--- config.mk ---
export PLATFORM = sky130hd
export DESIGN_NAME = fetch_stage
export DESIGN_NICKNAME = d
export VERILOG_FILES = /design/src/rtl/fetch_stage_pkg.sv /design/src/rtl/fetch_stage_if_id_reg.sv /design/src/rtl/fetch_stage.sv
export SDC_FILE = /design/constraint.sdc
export NUM_CORES = 1
export LEC_CHECK = 0
export BUFFER_PORTS_ARGS = -buffer_cell sky130_fd_sc_hd__buf_2
export CORE_MARGIN = 3
export CORE_UTILIZATION = 51
export DETAILED_ROUTE_END_ITERATION = 6
export GPL_TIMING_DRIVEN = 0
export PLACE_DENSITY = 0.79
export SYNTH_ARGS = -nofsm -noshare
export SYNTH_HDL_FRONTEND = slang
export SYNTH_HIERARCHICAL = 1
export SYNTH_SLANG_ARGS = --single-unit
--- constraint.sdc ---
create_clock -name clk -period 3.5 [get_ports clk]
set_clock_uncertainty 0.05 [all_clocks]
set_input_delay 0.525 -clock clk [delete_from_list [all_inputs] [get_ports clk]]
set_output_delay 0.525 -clock clk [all_outputs]
set_load 0.05 [all_outputs]
--- src/rtl/fetch_stage_pkg.sv ---
// Shared types and constants for the instruction-fetch stage and its consumers.
package fetch_stage_pkg;

  localparam int unsigned DATA_WID  = 32;
  localparam int unsigned IMEM_AWID = 14;

  localparam logic [DATA_WID-1:0] NOP_INST = 32'h0000_0013;
  localparam logic [DATA_WID-1:0] RESET_PC = 32'h0000_0000;

  // IF/ID pipeline register payload, consumed directly by decode
  typedef struct packed {
    logic [DATA_WID-1:0] inst;
    logic [DATA_WID-1:0] pc;
    logic                valid;
  } if_id_t;

  // Force an address onto a word boundary
  function automatic logic [DATA_WID-1:0] word_align(input logic [DATA_WID-1:0] addr);
    return addr & ~DATA_WID'(3);
  endfunction

endpackage

--- src/rtl/fetch_stage_if_id_reg.sv ---
// IF/ID pipeline register with flush / hold / bubble control.
module if_id_reg
  import fetch_stage_pkg::*;
#(
  parameter logic [DATA_WID-1:0] RST_PC      = 32'h0000_0000,
  parameter logic [DATA_WID-1:0] BUBBLE_INST = 32'h0000_0013
) (
  input  logic                clk,
  input  logic                rst_n,
  input  logic                flush,
  input  logic                hold,
  input  logic                bubble,
  input  logic [DATA_WID-1:0] inst_in,
  input  logic [DATA_WID-1:0] pc_in,
  output if_id_t              if_id
);

  if_id_t if_id_q;
  if_id_t if_id_d;

  // Next IF/ID contents: flush beats hold, hold beats bubble, else capture
  always_comb begin
    if_id_d = if_id_q;
    if (flush) begin
      if_id_d = '{inst: BUBBLE_INST, pc: pc_in, valid: 1'b0};
    end else if (hold) begin
      if_id_d = if_id_q;
    end else if (bubble) begin
      if_id_d = '{inst: BUBBLE_INST, pc: pc_in, valid: 1'b0};
    end else begin
      if_id_d = '{inst: inst_in, pc: pc_in, valid: 1'b1};
    end
  end

  // IF/ID register with synchronous reset to a bubble at the reset PC
  always_ff @(posedge clk) begin
    if (!rst_n) begin
      if_id_q <= '{inst: BUBBLE_INST, pc: RST_PC, valid: 1'b0};
    end else begin
      if_id_q <= if_id_d;
    end
  end

  assign if_id = if_id_q;

endmodule

--- src/rtl/fetch_stage.sv ---
// RV32 instruction-fetch stage: PC, BRAM addressing, IF/ID register, fetch counter.
module fetch_stage #(
  parameter logic [fetch_stage_pkg::DATA_WID-1:0] RESET_PC  = fetch_stage_pkg::RESET_PC,
  parameter int unsigned                          IMEM_AWID = fetch_stage_pkg::IMEM_AWID,
  parameter logic [fetch_stage_pkg::DATA_WID-1:0] NOP_INST  = fetch_stage_pkg::NOP_INST
) (
  input  logic                                 clk,
  input  logic                                 rst_n,
  input  logic                                 stall,
  input  logic                                 halt,
  input  logic                                 redirect,
  input  logic [fetch_stage_pkg::DATA_WID-1:0] redirect_pc,
  output logic [IMEM_AWID-1:0]                 imem_addr,
  output logic                                 imem_en,
  input  logic [fetch_stage_pkg::DATA_WID-1:0] imem_rdata,
  output logic [fetch_stage_pkg::DATA_WID-1:0] if_id_inst,
  output logic [fetch_stage_pkg::DATA_WID-1:0] if_id_pc,
  output logic                                 if_id_valid,
  output logic [fetch_stage_pkg::DATA_WID-1:0] fetch_cnt
);

  import fetch_stage_pkg::*;

  // pc_q is the PC whose instruction is currently on imem_rdata
  logic [DATA_WID-1:0] pc_q;
  logic [DATA_WID-1:0] pc_d;
  logic [DATA_WID-1:0] fetch_cnt_q;
  logic [DATA_WID-1:0] fetch_cnt_d;
  logic                capture_c;
  if_id_t              if_id;

  // Next PC: reset, then redirect, then hold on stall/halt, else sequential
  always_comb begin
    pc_d = pc_q + DATA_WID'(4);
    if (!rst_n) begin
      pc_d = RESET_PC;
    end else if (redirect) begin
      pc_d = word_align(redirect_pc);
    end else if (stall || halt) begin
      pc_d = pc_q;
    end
  end

  // BRAM is addressed with the upcoming PC so its data lines up with pc_q
  assign imem_addr = pc_d[IMEM_AWID+1:2];
  assign imem_en   = 1'b1;

  // A real instruction enters IF/ID only when nothing flushes, holds or bubbles
  assign capture_c = !redirect && !stall && !halt;

  // Fetch counter advances on every captured instruction
  always_comb begin
    fetch_cnt_d = fetch_cnt_q;
    if (capture_c) begin
      fetch_cnt_d = fetch_cnt_q + DATA_WID'(1);
    end
  end

  // PC and counter registers
  always_ff @(posedge clk) begin
    if (!rst_n) begin
      pc_q        <= RESET_PC;
      fetch_cnt_q <= '0;
    end else begin
      pc_q        <= pc_d;
      fetch_cnt_q <= fetch_cnt_d;
    end
  end

  if_id_reg #(
    .RST_PC      (RESET_PC),
    .BUBBLE_INST (NOP_INST)
  ) u_if_id_reg (
    .clk     (clk),
    .rst_n   (rst_n),
    .flush   (redirect),
    .hold    (stall),
    .bubble  (halt),
    .inst_in (imem_rdata),
    .pc_in   (pc_q),
    .if_id   (if_id)
  );

  assign if_id_inst  = if_id.inst;
  assign if_id_pc    = if_id.pc;
  assign if_id_valid = if_id.valid;
  assign fetch_cnt   = fetch_cnt_q;

endmodule

Yosys cells after proc, flatten, opt, wreduce, memory -nomap -nowiden

Cells that the tools add are included.

Flip-flop bits (word level): 129
Logic and storage cells: 25
Output and inout port bits: 112
Input port bits: 69

$add $sub $neg: 2
Equality and inequality tests: 2
Bitwise operators: 1
Reductions and logical operators: 7
Multiplexer cells: 6

Operators by type and width:

| cell                                                  | count |
|---|---|
| two-way mux 33 bit                                    | 2 |
| two-way mux 65 bit                                    | 1 |
| two-way mux 32 bit                                    | 2 |
| adder 32 x 1 -> 32 bit, second input constant         | 1 |
| adder 32 x 3 -> 32 bit, second input constant         | 1 |
| two-way mux 16 bit                                    | 1 |
| logical NOT 1 bit                                     | 3 |
| logical AND 1 bit                                     | 2 |
| inequality test 2 x 1 -> 1 bit, second input constant | 1 |
| inequality test 2 bit, second input constant          | 1 |
| OR reduction 2 bit                                    | 1 |
| logical OR 1 bit                                      | 1 |
| NOT 1 bit                                             | 1 |

Depth between registers and ports, before layout

Depth after elaboration: 4
Mapped depth: 8

Modules after synthesis

Netlist, hierarchy kept.

By module, submodules not included:

| module      | area each (µm²) | cells each | instances |
|---|---|---|---|
| fetch_stage | 3301.9          | 408        | 1 |
| if_id_reg   | 2313.5          | 254        | 1 |

Worst setup path after synthesis

Ideal clock, no wire load.

Path kind: input to output
From: input redirect
To: output imem_addr[3]
Slack: 0.371 ns
Stages on the path: 6
Buffers on the path: 3
Required time: 2.925 ns
Data arrival time: 2.554 ns
Cell sequence: buf_6 -> inv_1 -> clkbuf_1 -> clkbuf_1 -> nor2_1 -> a211oi_1

Word-level cells in the longest chain between the ends: 2

RTL lines:

| what               | line              | text |
|---|---|---|
| from (decl)        | fetch_stage.sv:11 | `input logic redirect,` |
| two-way mux 32 bit | fetch_stage.sv:37 | `end else if (redirect) begin` |
| two-way mux 16 bit | fetch_stage.sv:35 | `if (!rst_n) begin` |
| to (decl)          | fetch_stage.sv:13 | `output logic [IMEM_AWID-1:0] imem_addr,` |

No other way between the ends.

Worst setup path in the final report

From: register pc_q[6]
To: output imem_addr[12]

Word-level cells in the longest chain between the ends: 4

RTL lines:

| what                   | line              | text |
|---|---|---|
| from (decl)            | fetch_stage.sv:25 | `logic [DATA_WID-1:0] pc_q;` |
| from (signal assigned) | fetch_stage.sv:65 | `pc_q <= pc_d;` |
| adder 32 x 3 -> 32 bit | fetch_stage.sv:34 | `pc_d = pc_q + DATA_WID'(4);` |
| two-way mux 32 bit     | fetch_stage.sv:39 | `end else if (stall \|\| halt) begin` |
| two-way mux 32 bit     | fetch_stage.sv:37 |  |
| two-way mux 16 bit     | fetch_stage.sv:35 |  |

No other way between the ends. The select of a mux whose other input is x is not followed.

==> summary.txt <==
Synthesis
  – Sequential area share after synthesis: 45.3%
  – Syn Area/Cell: approximately 8.5 um2
  – Ys flop type: dfxtp_1
  – Top cells by area, synth: dfxtp_1, nand2_1, a21boi_1
  – Synth async-reset ratio: 0%
  – Count leader, synth: dfxtp_1
  – Flops & latches, synth: between 100 and 150
  – Synth cell types: 49
  – Gate count after technology mapping: between 600 and 700
  – Synthesis warning total: 6
  – Synth cell count leaders: dfxtp_1, nand2_1, nor2_1
  – Area leader, netlist: dfxtp_1
  – Share of the synthesized area in the top cell type: between 40% and 50%
  – Syn Std Cell Area: approximately 5600 um2
  – Post-synth EDFFs: 0

Finish
  – Filler Cell Count: 824
  – Design Area, Final: 7290 um2
  – Share of cells above drive strength 1: between 20% and 30%
  – Max FFs per register: 65
  – Reg area: approximately 2500 um2
  – Core Util, Final: around 69%
  – Final #Nets: slightly above 900
  – Synth-to-layout area growth: 29.8%
  – Multi-input logic area: between 2000 and 3000 um2
  – Fin cells: 1012

GRT
  – Vias in the first global route: 5601
  – Gr ovfl total: 0
  – Initial antenna violation count: 0
  – All-Layer GR Usage: 26.8%
  – First-pass GRT wire length: between 20000 and 30000 um
  – Largest net degree at the start of global routing: 17

Placed design
  – GPL Wtd Cong: 0.819
  – Dpl ws: between 0.2 and 0.25 ns
  – Placed inst area: 6680 um2
  – Inst Count DP: just under 1000
  – Post-DP HPWL: about 12000 um
  – Input/output buffers: between 150 and 200

Timing
  – RSZ-0062 raised after global routing: false
  – Slew Limit Fails: 0
  – Fmax: roughly 0.30 GHz
  – Final Setup Violations: 0
  – Setup TNS after final layout: 0 ns
  – Worst slew pin tran: 0.686 ns
  – Final min period: around 3.3 ns
  – Period utilization: a little over nine tenths
  – Relative slew margins: 53.9%
  – Final Hold Fails: 0
  – Setup ws final: around 0.16 ns

Critical path
  – Cell depth of the worst flop-to-flop path: 8
  – Crit path kind: reg2out
  – CP endpoint kind: primary output
  – CP Data Arrival Time: 2.77 ns
  – CP required: between 2 and 3 ns
  – Startpoint types: flop
  – Slack of the worst reg-to-reg path: 0.80 ns
  – Crit Path Max Fanout: 10

Power
  – Power Dens Cells: 509 nW/um2
  – VDD IR max: about 0.35 mV
  – LEAKAGE: around 0.003 uW

Route
  – First DRT Iteration DRCs: 560
  – DR vias/cell: 5.90
  – DRC: 0
  – WL final: between 15000 and 20000 um
  – Top sig layer: met4
  – Met2 Routed Length: 8280 um
  – Post-route ant nets: 0
  – Met3 Routed Length: 1110 um
  – Drt pass-1 iters: 5
  – Vias post-DR: just under 6000
  – Routed len/inst: around 17 um
  – Metal-1 WL: between 7000 and 8000 um

Min path
  – Type of the most critical hold path: in2reg
  – Hold Crit Depth: 3

Die
  – Die width: 111 um
  – Total die area: about 12000 um2
  – Core ar.: 10500 um2
  – Row count: 37
  – Initial core utilization: between 50% and 60%
  – Io pins: between 150 and 200
  – Die height: approximately 110 um

CTS
  – Clk pin slew, worst setup/hold paths: 0.06 ns
  – Worst-Skew Late Latency: 0.52 ns
  – Num CTS Buffers: 17
  – CTS Hold Bufs: 0
  – Max clock buf depth: 2
  – Clock root cell: clkbuf_8
  – Clk sinks: approximately 130
  – CTS tree: built
  – H-Tree Depth: 4

Run
  – MaxCap Viol Count: 0

Status
  – Status: finished, final reports clean
-- cell usage in the layout, fill, tap and decap left out, types with 3 or more instances in the layout --
master | Yosys | routed
a21boi_1 | 30 | 30
and4_1 | 5 | 5
nand3_1 | 18 | 18
xor2_1 | 12 | 12
or3_1 | 23 | 23
nand2_1 | 88 | 88
buf_2 | 4 | 181
o31ai_1 | 20 | 20
inv_1 | 14 | 14
a21oi_1 | 36 | 36
clkbuf_8 | 0 | 3
nor3_1 | 6 | 6
conb_1 | 2 | 3
nor4_1 | 3 | 3
a31oi_1 | 19 | 19
o22ai_1 | 3 | 3
nand4_1 | 18 | 18
and3_1 | 4 | 4
xnor2_1 | 6 | 6
dfxtp_1 | 127 | 127
o21ai_0 | 41 | 41
buf_6 | 6 | 6
buf_4 | 5 | 8
clkbuf_1 | 30 | 31
clkbuf_16 | 0 | 16
a22oi_1 | 28 | 28
a211oi_1 | 6 | 6
nand2b_1 | 3 | 3
bufinv_16 | 0 | 3
nor3b_1 | 3 | 3
mux2i_1 | 3 | 3
nor2_1 | 47 | 47
or4_1 | 27 | 27
clkinv_2 | 0 | 5
-- logic make-up after synthesis --
group / share of synthesized area, %
AOI/OAI and AO/OA: 21.9
xor gates and xnor gates: 2.81
adders and majority gates: 0.446
buffers and inverters: 5.30
DFF: 45.3
muxes: 0.535
other: 0.134
and+or+nand+nor: 23.6
-- layer usage --
layer | global-route usage (%) | vias up
li1 | - | 2828
met1 | 34.4 | 2853
met2 | 44.0 | 251
met3 | 6.71 | 36
met4 | 9.36 | 0
met5 | 0 | -
-- worst max-delay path, cell delays in order (launching register included) --
cell	delay, ns
dfxtp_1	0.42
and4_1	0.35
nand4_1	0.29
clkbuf_2	0.31
or3_1	0.37
a31oi_1	0.21
buf_2	0.29
-- per-stage QoR --
stage,power (uW),hold slack (ns)
2_1_floorplan,1850,0.398
3_3_place_gp,1970,0.386
3_5_place_dp,1980,0.389
4_1_cts,3730,0.152
5_1_grt,3850,0.161
6_report,3710,0.174
-- timing repair --
item	CTS	global route
pin swaps	1	1
setup buffers	1	2
gates resized for setup	0	2
endpoints found under the setup margin	1	1
gates cloned	0	0
-- power breakdown --
| part | switching [uW] | internal, uW | total (uW) |
|---|---|---|---|
| Combinational | 291 | 125 | 416 |
| Clock | 634 | 1120 | 1750 |
| Sequential | 47.0 | 1500 | 1550 |
| Total | 973 | 2740 | 3710 |
-- layout make-up --
cell class | instances | share of cell area (%)
flip-flops and latches | 127 | 34.9
well taps | 136 | 2.33
plain buffers | 46 | 3.33
repair buffers | 180 | 12.5
inverters | 15 | 0.772
diodes | 1 | 0.0343
clock inverters | 11 | 1.91
clock buffers | 21 | 6.16
multi-input cells | 475 | 38.1
-- final timing paths --
kind / start / end
max: pc_q[6]$_SDFF_PN0_ / imem_addr[12]
min reg2reg: u_if_id_reg/if_id[25]$_SDFFE_PN0P_ / u_if_id_reg/if_id[25]$_SDFFE_PN0P_
min: imem_rdata[4] / u_if_id_reg/if_id[37]$_SDFFE_PP1N_
max reg2reg: fetch_cnt[0]$_SDFFE_PN0P_ / fetch_cnt[24]$_SDFFE_PN0P_
(Power assumes the default switching activity.)
